===== src/rtl/scmp_bus_tracer.sv =====
`default_nettype none
// ============================================================================
// Module   : scmp_bus_tracer
// Purpose  : Snoops the scmp external bus (ADS_n/RD_n/WR_n). Each completed
//            read or write becomes one packed record, and records are queued
//            in a FIFO that a host drains through a valid/ready port.
// Options  : SCMP_TRACE_TIMESTAMP_EN adds a 16-bit cycle stamp (REC_W = 48).
// Revision : 1.0 - initial release
// ============================================================================
module scmp_bus_tracer #(
  parameter int DEPTH = 16,
`ifdef SCMP_TRACE_TIMESTAMP_EN
  localparam int REC_W = 48
`else
  localparam int REC_W = 32
`endif
) (
  input  logic                     clk,
  input  logic                     rst_n,
  input  logic                     trace_en,
  input  logic                     ADS_n,
  input  logic                     RD_n,
  input  logic                     WR_n,
  input  logic [11:0]              addr,
  input  logic [7:0]               D_o,
  input  logic [7:0]               D_i,
  output logic                     rec_valid,
  input  logic                     rec_ready,
  output logic [REC_W-1:0]         rec_data,
  output logic                     ovf,
  input  logic                     ovf_clr,
  output logic [$clog2(DEPTH):0]   level
);

  localparam int                c_aw      = $clog2(DEPTH);
  localparam logic [c_aw:0]     c_full    = (c_aw+1)'(DEPTH);
  localparam logic [c_aw:0]     c_one     = (c_aw+1)'(1);
  localparam logic [1:0]        c_type_rd = 2'b01;
  localparam logic [1:0]        c_type_wr = 2'b10;
  localparam logic [1:0]        c_type_cf = 2'b11;

  typedef enum logic [1:0] {
    S_IDLE   = 2'd0,
    S_ARMED  = 2'd1,
    S_STROBE = 2'd2,
    S_PUSH   = 2'd3
  } state_t;

  state_t            r_state;
  logic [15:0]       r_addr;
  logic [3:0]        r_flags;
  logic [1:0]        r_type;
  logic [7:0]        r_data;

  logic              w_ads_take;
  logic              w_strobe_low;
  logic [1:0]        w_new_type;
  logic [REC_W-1:0]  w_record;

  // FIFO storage; the head entry is mirrored in r_head so rec_data is a flop
  logic [REC_W-1:0]  r_mem [DEPTH];
  logic [REC_W-1:0]  r_head;
  logic              r_valid;
  logic [c_aw-1:0]   r_wr_ptr;
  logic [c_aw-1:0]   r_rd_ptr;
  logic [c_aw-1:0]   w_rd_next;
  logic [c_aw:0]     r_level;
  logic [c_aw:0]     w_level_next;
  logic              r_ovf;
  logic              w_push;
  logic              w_pop;
  logic              w_full;
  logic              w_wr;
  logic              w_ovf_set;

  // An address strobe only starts a capture while tracing is enabled, in any state
  assign w_ads_take = !ADS_n && trace_en;

  // Strobe classification: conflict wins when both strobes are low together
  always_comb begin
    w_new_type = c_type_wr;
    if (!RD_n && !WR_n)
      w_new_type = c_type_cf;
    else if (!RD_n)
      w_new_type = c_type_rd;
  end

  // Is the strobe belonging to the latched cycle type still asserted
  always_comb begin
    w_strobe_low = 1'b0;
    case (r_type)
      c_type_rd: w_strobe_low = !RD_n;
      c_type_wr: w_strobe_low = !WR_n;
      default:   w_strobe_low = !RD_n || !WR_n;
    endcase
  end

  // Address/flag capture: every accepted ADS (re)latches, which also implements abort
  always_ff @(posedge clk or negedge rst_n) begin
    if (!rst_n) begin
      r_addr  <= 16'h0000;
      r_flags <= 4'h0;
    end else if (w_ads_take) begin
      r_addr  <= {D_o[3:0], addr};
      r_flags <= D_o[7:4];
    end
  end

  // Bus-cycle FSM: arm on ADS, track the strobe, hand one record to the FIFO
  always_ff @(posedge clk or negedge rst_n) begin
    if (!rst_n) begin
      r_state <= S_IDLE;
      r_type  <= c_type_rd;
      r_data  <= 8'h00;
    end else begin
      case (r_state)
        S_IDLE: begin
          if (w_ads_take)
            r_state <= S_ARMED;
        end
        S_ARMED: begin
          if (!trace_en) begin
            r_state <= S_IDLE;
          end else if (!ADS_n) begin
            r_state <= S_ARMED;
          end else if (!RD_n || !WR_n) begin
            r_type  <= w_new_type;
            r_data  <= (w_new_type == c_type_rd) ? D_i : D_o;
            r_state <= S_STROBE;
          end
        end
        S_STROBE: begin
          if (!ADS_n) begin
            // pending cycle is dropped; a new one arms only if tracing is on
            r_state <= trace_en ? S_ARMED : S_IDLE;
          end else if (w_strobe_low) begin
            r_data <= (r_type == c_type_rd) ? D_i : D_o;
          end else begin
            r_state <= S_PUSH;
          end
        end
        default: begin
          r_state <= w_ads_take ? S_ARMED : S_IDLE;
        end
      endcase
    end
  end

`ifdef SCMP_TRACE_TIMESTAMP_EN
  logic [15:0] r_ts_cnt;
  logic [15:0] r_ts;

  // Free-running cycle counter, wraps naturally at 16 bits
  always_ff @(posedge clk or negedge rst_n) begin
    if (!rst_n)
      r_ts_cnt <= 16'h0000;
    else
      r_ts_cnt <= r_ts_cnt + 16'h0001;
  end

  // Stamp taken on the same edge that samples the address strobe
  always_ff @(posedge clk or negedge rst_n) begin
    if (!rst_n)
      r_ts <= 16'h0000;
    else if (w_ads_take)
      r_ts <= r_ts_cnt;
  end

  assign w_record = {r_ts, 2'b00, r_type, r_flags, r_addr, r_data};
`else
  assign w_record = {2'b00, r_type, r_flags, r_addr, r_data};
`endif

  assign w_push    = (r_state == S_PUSH);
  assign w_pop     = r_valid && rec_ready;
  assign w_full    = (r_level == c_full);
  assign w_wr      = w_push && (!w_full || w_pop);
  assign w_ovf_set = w_push && w_full && !w_pop;
  assign w_rd_next = r_rd_ptr + 1'b1;

  // Occupancy after this edge's push/pop
  always_comb begin
    w_level_next = r_level;
    if (w_wr && !w_pop)
      w_level_next = r_level + c_one;
    else if (!w_wr && w_pop)
      w_level_next = r_level - c_one;
  end

  // Record storage; contents need no reset since occupancy gates every read
  always_ff @(posedge clk) begin
    if (w_wr)
      r_mem[r_wr_ptr] <= w_record;
  end

  // Pointers, occupancy and the registered head entry (zero-bubble refill)
  always_ff @(posedge clk or negedge rst_n) begin
    if (!rst_n) begin
      r_wr_ptr <= '0;
      r_rd_ptr <= '0;
      r_level  <= '0;
      r_valid  <= 1'b0;
      r_head   <= '0;
    end else begin
      if (w_wr)
        r_wr_ptr <= r_wr_ptr + 1'b1;
      if (w_pop)
        r_rd_ptr <= w_rd_next;
      r_level <= w_level_next;
      r_valid <= (w_level_next != '0);
      if (w_pop) begin
        if (r_level > c_one)
          r_head <= r_mem[w_rd_next];
        else if (w_wr)
          r_head <= w_record;
      end else if (w_wr && (r_level == '0)) begin
        r_head <= w_record;
      end
    end
  end

  // Sticky overflow; a new overflow beats a same-cycle clear
  always_ff @(posedge clk or negedge rst_n) begin
    if (!rst_n)
      r_ovf <= 1'b0;
    else if (w_ovf_set)
      r_ovf <= 1'b1;
    else if (ovf_clr)
      r_ovf <= 1'b0;
  end

  assign rec_valid = r_valid;
  assign rec_data  = r_head;
  assign ovf       = r_ovf;
  assign level     = r_level;

endmodule
`default_nettype wire


===== config.mk =====
export PLATFORM = sky130hd
export DESIGN_NAME = scmp_bus_tracer
export DESIGN_NICKNAME = d
export VERILOG_FILES = /design/src/rtl/scmp_bus_tracer.sv
export SDC_FILE = /design/constraint.sdc
export NUM_CORES = 1
export LEC_CHECK = 0
export ABC_CLOCK_PERIOD_IN_PS = 4180
export BUFFER_PORTS_ARGS = -buffer_cell sky130_fd_sc_hd__buf_4
export CAP_MARGIN = 25
export CORE_ASPECT_RATIO = 0.75
export CORE_MARGIN = 3
export CORE_UTILIZATION = 39
export DETAILED_ROUTE_END_ITERATION = 8
export MAX_ROUTING_LAYER = met4
export PLACE_DENSITY = 0.68
export SETUP_SLACK_MARGIN = 0.5
export SLEW_MARGIN = 20
export SYNTH_ARGS = -nofsm -noshare
export SYNTH_HDL_FRONTEND = slang
export SYNTH_SLANG_ARGS = --single-unit

===== constraint.sdc =====
create_clock -name clk -period 4.18 [get_ports clk]
set_clock_uncertainty 0.1 [all_clocks]
set_input_delay 0.209 -clock clk [delete_from_list [all_inputs] [get_ports clk]]
set_output_delay 0.209 -clock clk [all_outputs]
set_load 0.01 [all_outputs]

Word-level counts from Yosys, hierarchy flattened

Memories as Yosys holds them, arrays and structs flattened.
Index checks and enable logic that the tools add are counted.

Output and inout bits: 39
Flip-flop bits (word level): 79
Memories kept: 1
Logic and storage cells: 90
Input port bits: 36
RAM bits: 480

Memory list:

| memory | depth | bits a word | rd ports | clocked after memory_dff | wr ports | RTL line | source |
|---|---|---|---|---|---|---|---|
| r_mem  | 16    | 30          | 1        | 0                        | 1        | 61       | `logic [REC_W-1:0] r_mem [DEPTH];` |

Eq/ne operators: 16
$lt $le $gt $ge: 1
Reductions and logical operators: 27
$add $sub $neg: 4
Muxes and demuxes: 30

Operators by type and width:

| kind                  | number |
|---|---|
| $mux W32              | 4 |
| $mux W8               | 7 |
| $mux W2               | 8 |
| $pmux W8 S2           | 1 |
| $ne A2 B2 Y1 const B  | 6 |
| $mux W5               | 2 |
| $logic_and A1 B1 Y1   | 9 |
| $add A4 B1 Y4 const B | 2 |
| $eq A2 B1 Y1 const B  | 3 |
| $eq A2 B2 Y1 const B  | 3 |
| $logic_not A1 Y1      | 6 |
| $mux W1               | 6 |
| $pmux W2 S3           | 1 |
| $reduce_and A6 Y1     | 1 |
| $reduce_bool A2 Y1    | 3 |
| $add A5 B1 Y5 const B | 1 |
| $eq A5 B5 Y1 const B  | 1 |
| $gt A5 B1 Y1 const B  | 1 |
| $logic_not A5 Y1      | 1 |
| $reduce_bool A5 Y1    | 1 |
| $sub A5 B1 Y5 const B | 1 |
| $ne A4 B4 Y1 const B  | 1 |
| $reduce_and A4 Y1     | 1 |
| $ne A3 B1 Y1 const B  | 1 |
| other kinds (6)       | 7 |

Depth between registers and ports, before layout

Depth in word-level cells: 9
Depth in mapped cells: 8
Gate-level depth less buffers: 7

Least setup slack after synthesis

No wires, ideal clock.

Path kind: reg2reg
From: register r_level[0] (netlist: level[0])
To: memory r_mem[3][0] (netlist name), enable pin
Data required time: 3.626 ns
Stages on the path, launching flop included: 7
Buffers on the path: 0
Library setup time: 0.454 ns
Arrival time: 3.578 ns
Setup slack: 0.047 ns
Clock period less this slack: 4.133 ns
Cell sequence: dfrtp_1 inv_1 ha_1 and4bb_4 a21oi_2 nand2_1 nor3_1

Longest elaborated chain between the ends: 6

Ends and longest elaborated chain:

| element                       | RTL line | source |
|---|---|---|
| from (decl)                   | 67       | `logic [c_aw:0] r_level;` |
| from (signal assigned)        | 209      | `r_level <= w_level_next;` |
| $eq A5 B5 Y1                  | 176      | `assign w_full = (r_level == c_full);` |
| $logic_not A1 Y1              | 177      | `assign w_wr = w_push && (!w_full \|\| w_pop);` |
| $logic_or A1 B1 Y1            | 177      |  |
| $logic_and A1 B1 Y1           | 177      |  |
| $mux W1                       | 192      | `if (w_wr)` |
| $mux W1 (not written as such) | 193      | `r_mem[r_wr_ptr] <= w_record;` |
| to (decl)                     | 61       |  |

No other way between the ends.

Final worst setup path

From: register r_rd_ptr[0]
To: register r_head[0] (netlist: rec_data[0])

Longest elaborated chain between the ends: 4

Ends and longest elaborated chain:

| element                | RTL line | source |
|---|---|---|
| from (decl)            | 65       | `logic [c_aw-1:0] r_rd_ptr;` |
| from (signal assigned) | 208      | `r_rd_ptr <= w_rd_next;` |
| $add A4 B1 Y4          | 179      | `assign w_rd_next = r_rd_ptr + 1'b1;` |
| $mem_v2 Z16 W30        | n/a      |  |
| $mux W32               | 212      | `if (r_level > c_one)` |
| $mux W32               | 211      | `if (w_pop) begin` |
| to (signal assigned)   | 213      | `r_head <= r_mem[w_rd_next];` |
| to (signal assigned)   | 215      | `r_head <= w_record;` |
| to (signal assigned)   | 217      | `r_head <= w_record;` |
| to (decl)              | 62       | `logic [REC_W-1:0] r_head;` |

No other way between the ends.
A chain may end at the register's enable or synchronous reset.

==> flow_summary.yaml <==
route:
  dr.first_iter.drc_count: 1109
  drc: 0
  wirelength_mm: 53.9
  firstDrtPassIters: 5
  routed_via_density: 5.59
  antenna_left: 0
  num_vias: 12200
  avgRoutedWirePerCell_um: 24.7
yosys:
  synth_area_per_cell_sq_um: 17.4
  synthArstFlopShare_pct: 13.8
  ys.flop_type: "edfxtp_1"
  netlist.area_leader.share_pct: 64.6
  ys_ff_latch: 557
  netlist_instances: 1283
  synth.distinct_cells: 46
  synth_top_cell_by_area: "edfxtp_1"
  ys_top_cells_by_area: "edfxtp_1 65%, dfrtp_1 8.5%, mux2_2 7.0%"
  syn-cell-area_sq_um: 22300
  yosys_warnings: 0
  ys_seq_area_share_pct: 73.2
  synth-edff-count: 480
finish:
  layout.nets: 1456
  finish.utilization_pct: 46.4
  fillerInstances: 4754
  layout_common_cells: "480 x edfxtp_1, 139 x mux2_2, 128 x mux2i_1"
  syn_to_final_growth_pct: 17.0
  num_antenna_cells: 0
  final_common_cell: "edfxtp_1"
  drive_above_1_share_pct: 26.9
job:
  max_cap_viol_count: 0
floorplan:
  io_pins: 75
  die_w_um: 282
  core-area_sq_um: 56300
  die_h_um: 213
  start_util_pct: 39.6
  die_area_sq_um: 60200
  rows: 75
setup_path:
  crit_chain: "ha_4, xnor2_1, nand2b_2, buf_4, o22ai_1, a221o_1, a221oi_2"
  crit_buf_inv: 1
  end_kind: "flip-flop"
  cpPeakStageDelay_ns: 0.70
  critical_path.top_delay_family: "simple AND/OR/NAND/NOR gates"
  required_ns: 4.50
  worst-setup-path-type: "flip-flop to flip-flop"
  cp-start-kind: "flip-flop"
  cp_max_fo: 31
  cp_slowest_cell: "nand2b_2"
  cp.arrival_ns: 3.45
global_route:
  grt_antenna_before_repair: 0
  first_global_vias: 12400
  grt_max_degree: 61
  track_usage_pct: 18.5
  gr-total-overflow: 0
  grt_pass1_wl_mm: 80.4
power:
  p_int_w: 0.0126
  powerDensity_nw_per_um2: 728
  clockPowerShare_pct: 25.0
  swShare_pct: 33.6
  p_sw_w: 0.00638
  power_frac_comb_pct: 37.7
  finalPower_w: 0.0190
  p_leak_nw: 9.22
  max-vdd-ir-drop_mv: 0.683
  pwr-share-seq_pct: 37.3
clock_network:
  cts_tree: "yes"
  htreeDepth: 2
  post_cts_buffers: 0
  cts.sinks: 557
  clk_pin_slew_worst_paths_ns: 0.06
  cts_buffers: 50
  clk_latency_ns: 0.57
  cts-root-buf: "clkbuf_16"
  cts.path.max_buffers: 3
sta:
  grt_setup_unrepaired: "false"
  slew_violations: 0
  max-slew-margin-rel_pct: 32.9
  fin_crit_sh_pct: 74.9
  worst_hold_slack_ns: 0.135
  tightest_slew_ns: 1.00
  hold_viol_final: 0
  setup_tns_ns: 0
  setup_violations: 0
  fin_crit_ns: 3.13
  timing.fmax_ghz: 0.319
  finalWorstSetupSlack_ns: 1.05
worst_hold_path:
  worst_hold_path_type: "input pin to async pin"
placed_design:
  numPortBuffers: 72
  globalplace.congestion: 0.798
  dp_slack_ns: 1.07
  dp_hpwl_mm: 30.7
status:
  status: "finished, final reports clean"
## through the flow
stage / instance area, sq um / instances
after floorplan: 22300 / 1284
after global placement: 24000 / 2048
after detailed placement: 24000 / 2048
after CTS: 26100 / 2181
after global routing: 26100 / 2181
final: 26100 / 2181
## per-layer routing
metal / part of all wire [%] / wire length (um) / vias up / GRT usage, %
met5: 0 / 0 / - / -
met2: 45 / 24400 / 454 / 27.7
li1: - / - / 5357 / -
met3: 7.0 / 3750 / 88 / 3.74
met4: 2.4 / 1300 / 0 / 4.76
met1: 45 / 24400 / 6284 / 26.0
## area by class of cell
class	count	area, sq um	share of cell area [%]
multi-input cells	641	5760	22.1
clock inverters	31	338	1.29
inverters	8	30.0	0.115
flip-flops and latches	557	16300	62.6
repair buffers	151	1370	5.25
well taps	731	915	3.50
clock buffers	62	1360	5.20
## cell usage after synthesis, types with 3 or more instances
| cell type | instances |
|---|---|
| buf_1 | 10 |
| and3_1 | 32 |
| nand2b_1 | 3 |
| ha_1 | 11 |
| dfrtp_1 | 76 |
| mux2_2 | 139 |
| mux2i_1 | 128 |
| nand3_1 | 5 |
| buf_2 | 29 |
| o22ai_1 | 60 |
| o21ai_0 | 9 |
| clkbuf_1 | 23 |
| nor3_1 | 6 |
| inv_1 | 8 |
| o21ai_1 | 10 |
| nor2_1 | 19 |
| a221o_1 | 60 |
| a221oi_2 | 30 |
| nor2b_1 | 5 |
| edfxtp_1 | 480 |
| xnor2_1 | 9 |
| buf_4 | 13 |
| xor2_1 | 3 |
| buf_6 | 3 |
| nand2_1 | 84 |
## kinds of logic after synthesis
kind of cell	Yosys count	share of synthesized area (%)
flops	557	73.2
mux	269	12.9
compound gates	183	7.41
simple gates	164	3.49
buf+inv	86	1.93
xor+xnor	12	0.471
fa+ha+maj	11	0.617
other cells	1	0.0168
## registers in the layout (all words and copies together) (netlist names)
register   cells
rec_data      30
rec_valid      1
r_type         2
r_mem        480
r_addr        16
r_state        2
ovf            1
r_wr_ptr       4
r_flags        4
r_rd_ptr       4
level          5
r_data         8
## worst paths after layout
check                      slack, ns  depth (start not counted)         from          end
max                             1.05                          7  r_rd_ptr[0]  rec_data[0]
min                             0.14                          2        rst_n   r_flags[3]
max reg2reg                     1.05                          7  r_rd_ptr[0]  rec_data[0]
min reg2reg                     0.39                          1  r_rd_ptr[3]  r_rd_ptr[3]
max in group asynchronous       2.80                          3        rst_n    r_addr[7]
min in group clk                0.28                          3      ovf_clr          ovf
## worst register-to-register path: stages, from the launching register on
cell,delay (ns)
dfrtp_1,0.50
ha_4,0.23
xnor2_1,0.56
nand2b_2,0.70
buf_4,0.47
o22ai_1,0.17
a221o_1,0.17
a221oi_2,0.08
## timing repair
item,CTS,global route
hold endpoints to repair,83,0
hold buffers,40,0
gates resized for setup,0,0
## power groups by stage
stage	combinational (W)	sequential (W)	clock (W)
2_1_floorplan	0.00526	0.00703	0
3_3_place_gp	0.00703	0.00718	0
3_5_place_dp	0.00713	0.00721	0
4_1_cts	0.00720	0.00710	0.00482
5_1_grt	0.00765	0.00715	0.00503
6_report	0.00717	0.00709	0.00475
Note: power is estimated with default switching activity, not from simulation.
